==> src/rtl/eth_frame_gen.sv <==
// Ethernet-style frame generator: DST/SRC/length header plus counting payload,
// streamed as 32-bit AXI4-Stream beats, followed by a programmable idle gap.
module eth_frame_gen #(
    parameter int MIN_LEN    = 46,
    parameter int MAX_LEN    = 1500,
    parameter int IFG_CYCLES = 3
) (
    input  logic        aclk,
    input  logic        aresetn,
    input  logic        cfg_enable,
    input  logic [47:0] cfg_dst_mac,
    input  logic [47:0] cfg_src_mac,
    input  logic [15:0] cfg_pkt_len,
    input  logic        cfg_force_error,
    output logic [31:0] m_axis_tdata,
    output logic [3:0]  m_axis_tkeep,
    output logic        m_axis_tvalid,
    input  logic        m_axis_tready,
    output logic        m_axis_tlast,
    output logic [31:0] pkt_count
);

    typedef enum logic [1:0] {S_IDLE, S_HDR, S_PAYLOAD, S_GAP} state_t;

    state_t      r_state, w_next;
    logic [47:0] r_dst, r_src;
    logic [15:0] r_len;
    logic        r_ferr;
    logic [15:0] r_beat;
    logic [15:0] r_gap;
    logic [31:0] r_count;

    logic [15:0] w_len_clamped;
    logic [15:0] w_total;
    logic [15:0] w_last_beat;
    logic        w_valid, w_hs, w_is_last, w_gap_done, w_start;
    logic [111:0] w_hdr;

    always_comb begin
        if (cfg_pkt_len < 16'(MIN_LEN))      w_len_clamped = 16'(MIN_LEN);
        else if (cfg_pkt_len > 16'(MAX_LEN)) w_len_clamped = 16'(MAX_LEN);
        else                                 w_len_clamped = cfg_pkt_len;
    end

    assign w_total     = r_len + 16'd14;
    assign w_last_beat = (w_total - 16'd1) >> 2;
    assign w_valid     = (r_state == S_HDR) || (r_state == S_PAYLOAD);
    assign w_hs        = w_valid && m_axis_tready;
    assign w_is_last   = (r_beat == w_last_beat);
    assign w_gap_done  = (r_state == S_GAP) && (r_gap == 16'd1);
    // The final gap cycle doubles as the IDLE decision so back-to-back frames
    // see exactly IFG_CYCLES invalid cycles rather than IFG_CYCLES+1.
    assign w_start     = cfg_enable && ((r_state == S_IDLE) || w_gap_done);
    assign w_hdr       = {r_dst, r_src, r_len};

    always_comb begin
        w_next = r_state;
        case (r_state)
            S_IDLE:    if (cfg_enable) w_next = S_HDR;
            S_HDR:     if (w_hs && r_beat == 16'd3) w_next = S_PAYLOAD;
            S_PAYLOAD: if (w_hs && w_is_last) w_next = (IFG_CYCLES == 0) ? S_IDLE : S_GAP;
            S_GAP:     if (w_gap_done) w_next = cfg_enable ? S_HDR : S_IDLE;
            default:   w_next = S_IDLE;
        endcase
    end

    always_ff @(posedge aclk or negedge aresetn) begin
        if (!aresetn) begin
            r_state <= S_IDLE;
            r_dst   <= '0;
            r_src   <= '0;
            r_len   <= '0;
            r_ferr  <= 1'b0;
            r_beat  <= '0;
            r_gap   <= '0;
            r_count <= '0;
        end else begin
            r_state <= w_next;
            if (w_start) begin
                r_dst  <= cfg_dst_mac;
                r_src  <= cfg_src_mac;
                r_len  <= w_len_clamped;
                r_ferr <= cfg_force_error;
                r_beat <= '0;
            end else if (w_hs) begin
                r_beat <= r_beat + 16'd1;
            end
            if (w_hs && w_is_last) begin
                r_count <= r_count + 32'd1;
                r_gap   <= 16'(IFG_CYCLES);
            end else if (r_state == S_GAP) begin
                r_gap <= r_gap - 16'd1;
            end
        end
    end

    // Beat contents derive purely from registered state, so they hold while stalled.
    always_comb begin
        logic [17:0] k;
        logic [17:0] pi;
        m_axis_tdata = '0;
        m_axis_tkeep = '0;
        for (int unsigned j = 0; j < 4; j++) begin
            k  = {r_beat, 2'b00} + 18'(j);
            pi = k - 18'd14;
            if (w_valid && (k < {2'b00, w_total})) begin
                m_axis_tkeep[j] = 1'b1;
                if (k < 18'd14)
                    m_axis_tdata[8*j +: 8] = w_hdr[(4'd13 - k[3:0]) * 8 +: 8];
                else if (pi == 18'd0 && r_ferr)
                    m_axis_tdata[8*j +: 8] = 8'hFF;
                else
                    m_axis_tdata[8*j +: 8] = pi[7:0];
            end
        end
    end

    assign m_axis_tvalid = w_valid;
    assign m_axis_tlast  = w_valid && w_is_last;
    assign pkt_count     = r_count;

endmodule

==> config.mk <==
export PLATFORM = sky130hd
export DESIGN_NAME = eth_frame_gen
export DESIGN_NICKNAME = d
export VERILOG_FILES = /design/src/rtl/eth_frame_gen.sv
export SDC_FILE = /design/constraint.sdc
export NUM_CORES = 1
export LEC_CHECK = 0
export ABC_AREA = 1
export CAP_MARGIN = 20
export CORE_UTILIZATION = 40
export DETAILED_ROUTE_END_ITERATION = 8
export PLACE_DENSITY = 0.75
export SYNTH_ARGS = -nofsm -noshare
export SYNTH_HDL_FRONTEND = slang
export SYNTH_SLANG_ARGS = --single-unit
export TNS_END_PERCENT = 5
==> constraint.sdc <==
create_clock -name aclk -period 3.65 [get_ports aclk]
set_clock_uncertainty 0.05 [all_clocks]
set_input_delay 0.9125 -clock aclk [delete_from_list [all_inputs] [get_ports aclk]]
set_output_delay 0.9125 -clock aclk [all_outputs]
set_load 0.02 [all_outputs]
==> flow_metrics.env <==
export IMPL_status="complete, but fails checks"
export IMPL_violations="setup timing"
export IMPL_timing_fmax_ghz=0.229
export IMPL_dp_hpwl_mm=25.6
export IMPL_cts_root_buffer="clkbuf_16"
export IMPL_grt_setup_unrepaired="yes"
export IMPL_cp_slowest_cell="dfrtp_1"
export IMPL_slew_headroom_pct=55.3
export IMPL_hold_viol_final=0
export IMPL_cp_end_kind="output port"
export IMPL_fp_dieH_um=169
export IMPL_postCtsHoldBufs=0
export IMPL_cts_htree_levels=4
export IMPL_grt_pass1_wl_mm=56.5
export IMPL_crit_type="reg -> out"
export IMPL_worstMarginPinSlew_ns=0.665
export IMPL_utilization_pct=57.0
export IMPL_finalMaxSlewViolations=0
export IMPL_post_place_ws_ns=-0.736
export IMPL_p_leak_nw=7.39
export IMPL_diodes=0
export IMPL_wire_per_inst_um=15.3
export IMPL_track_usage_pct=24.9
export IMPL_setup_violations=37
export IMPL_syn_area_um2=11100
export IMPL_firstDrtPassIters=5
export IMPL_numClockSinks=179
export IMPL_grt_max_degree=95
export IMPL_portBuffers=186
export IMPL_gp_congestion=0.896
export IMPL_core_area_um2=27100
export IMPL_overflow=0
export IMPL_fin_ws_ns=-0.720
export IMPL_worstPathCellList="inv_2 -> ha_4 -> a21oi_4 -> nand3_2 -> nand2_2 -> nand2_2 -> ha_4 -> a21oi_2 -> o21ai_1 -> a21oi_2 -> nand2_2 -> a21oi_4 -> clkinvlp_4 -> buf_4 -> a311oi_2 -> buf_4"
export IMPL_final_nets=2007
export IMPL_syn_nets=1707
export IMPL_cpMostUsedCell="nand2_2"
export IMPL_vias_per_cell=5.12
export IMPL_p_per_area_nw_per_um2=795
export IMPL_detail_route_antenna_nets=0
export IMPL_hp_class="in -> async"
export IMPL_yosysWarnings=0
export IMPL_synthCells=1560
export IMPL_drive_gt1_share_pct=17.6
export IMPL_yosysSeqAreaShare_pct=40.3
export IMPL_start_util_pct=41.0
export IMPL_ys_seq_elements=179
export IMPL_routed_wl_mm=34.5
export IMPL_num_vias=11503
export IMPL_required_ns=2.69
export IMPL_drv_cap=0
export IMPL_clockBufferDepth=2
export IMPL_ios=187
export IMPL_rows=60
export IMPL_antenna_found_initial=0
export IMPL_cp_max_fo=8
export IMPL_clk_pin_slew_ns=0.09
export IMPL_syn_to_final_growth_pct=38.8
export IMPL_cts_tree="yes"
export IMPL_dieArea_um2=28500
export IMPL_die_w_um=169
export IMPL_peakVddDrop_mv=0.999
export IMPL_crit_path_start_kind="flop"
export IMPL_cts_made_buffers=17
export IMPL_worst_ep_arrival_time_ns=3.41
export IMPL_drc_errors=0
export IMPL_clk_latency_ns=0.45
export IMPL_syn_area_per_cell_um2=7.13
export IMPL_fin_crit_ns=4.37
export IMPL_grt_pass1_vias=11336
export IMPL_drtIter0Drc=957
export IMPL_crit_path_max_incr_delay_ns=0.36
export IMPL_fin_crit_sh_pct=120
export IMPL_ys_types=43
==> layout by cell type, fill, tap and decap left out, types with 6 or more instances in the layout <==
cell type | netlist | final
clkbuf_16 | 0 | 17
a31oi_1 | 12 | 10
ha_1 | 30 | 26
buf_6 | 2 | 12
nand2_1 | 453 | 437
inv_2 | 10 | 15
nand4_1 | 23 | 23
a21oi_1 | 73 | 66
nor2_1 | 110 | 103
xnor2_1 | 16 | 16
clkdlybuf4s50_1 | 0 | 148
o21ai_0 | 146 | 145
nor3_1 | 36 | 31
buf_12 | 0 | 8
nand2_2 | 11 | 22
dfrtp_1 | 179 | 179
nor2_2 | 11 | 16
o22ai_1 | 7 | 7
o21ai_1 | 11 | 10
buf_4 | 4 | 157
buf_2 | 3 | 8
nand3_1 | 71 | 69
a22oi_1 | 9 | 9
xor2_1 | 43 | 43
inv_1 | 195 | 188
nor4_1 | 12 | 10
a221oi_2 | 0 | 6
==> registers in the layout, indices dropped and copies added (netlist names) <==
register	count
r_beat	16
r_ferr	1
r_dst	48
pkt_count	32
r_src	48
r_state	2
r_len	16
r_gap	16
==> critical path: cells and delay by family, from the launching register on <==
kind / cells / cell delay [ns]
simple gates: 4 / 0.45
compound gates: 6 / 1.15
flops: 1 / 0.36
fa+ha+maj: 2 / 0.40
buf+inv: 4 / 0.59
==> cell type report <==
cell class	count	area, um2
clock buffers	17	425
clock inverters	15	210
fillers	2494	11700
inverters	208	788
multi-input cells	1118	6050
flip-flops and latches	179	4480
well taps	372	465
repair buffers	336	3020
==> repair_timing <==
action                                  4_1_cts  5_1_grt
pin swaps                                    17        5
endpoints found under the setup margin       37       37
gates resized for setup                     170       51
buffers inserted                              8        5
==> cells in the mapped netlist <==
master	n	area (um2)
o31ai_1	1	7.51
nand3b_1	3	22.5
ha_1	30	375
o21bai_1	1	7.51
o2111ai_1	3	26.3
o211ai_1	3	22.5
inv_2	10	37.5
clkbuf_1	44	165
o21ai_0	146	731
nand3_1	71	355
a21oi_1	73	365
buf_1	2	7.51
and2_1	1	6.26
o22ai_1	7	43.8
nand2_1	453	1700
inv_1	195	732
a2111oi_0	1	8.76
a22oi_1	9	67.6
a311oi_1	1	8.76
buf_6	2	22.5
xor2_1	43	377
nand4_1	23	144
nand3_2	3	30.0
xnor2_1	16	140
nor3b_1	2	15.0
nor2_1	110	413
buf_4	4	30.0
buf_2	3	15.0
a211oi_1	12	90.1
nor2_4	2	22.5
or2_2	2	12.5
xnor3_1	1	22.5
o211a_1	1	10.0
a31oi_1	12	75.1
clkinv_1	3	11.3
nor3_1	36	180
nand2_2	11	68.8
nor4_1	12	75.1
dfrtp_1	179	4480
a221oi_1	6	52.6
nor2_2	11	68.8
a21oi_4	1	16.3
o21ai_1	11	55.1
==> through the flow <==
step	power, mW	setup TNS [ns]	instance area, um2	hold WS, ns	std cells
4_1_cts	12.0	-18.63	15300	0.334	2240
5_1_grt	13.1	-26.51	15400	0.349	2245
2_1_floorplan	7.05	-1.31	11400	0.387	1560
3_5_place_dp	9.99	-20.93	14600	0.406	2200
6_report	12.3	-18.03	15400	0.323	2245
3_3_place_gp	9.87	-17.86	14600	0.400	2200
==> cells by family (layout without fill, tap and decap cells) <==
| kind of cell | Yosys count | in the layout | share of synthesized area (%) |
|---|---|---|---|
| adder cells (fa/ha/maj) | 30 | 30 | 3.38 |
| XOR/XNOR | 60 | 60 | 4.85 |
| AO/OA/AOI/OAI | 288 | 288 | 14.3 |
| flip-flops | 179 | 179 | 40.3 |
| AND/OR/NAND/NOR | 740 | 740 | 28.0 |
| buffers and inverters | 263 | 576 | 9.18 |
==> metal layers <==
metal  GRT usage (%)  vias to the layer above  share of wire (%)
li1                -                     5631                  -
met1            32.4                     5415                 43
met2            41.1                      393                 47
met3            4.68                       64                6.7
met4            9.25                        0                2.6
met5               0                        -                  0
==> where the power goes <==
group	switching [mW]	total (mW)	leakage [nW]	internal, mW
clock network	1.03	1.99	0.307	0.963
logic	4.31	7.28	4.83	2.97
registers	0.334	2.99	2.25	2.66
total	5.67	12.3	7.39	6.59
==> final timing paths <==
| path | start | endpoint | slack, ns | cells after the start |
|---|---|---|---|---|
| worst min-delay path | aresetn | pkt_count[27] | 0.32 | 1 |
| min in group aclk | r_dst[40] | r_dst[40] | 0.43 | 2 |
| worst max register to register | r_len[1] | pkt_count[5] | 0.41 | 20 |
| worst max-delay path | r_len[1] | m_axis_tdata[12] | -0.72 | 16 |
| worst min register to register | r_dst[40] | r_dst[40] | 0.43 | 2 |
| max in group asynchronous | aresetn | r_beat[3] | 2.46 | 2 |
Note: power is estimated with default switching activity, not from simulation.
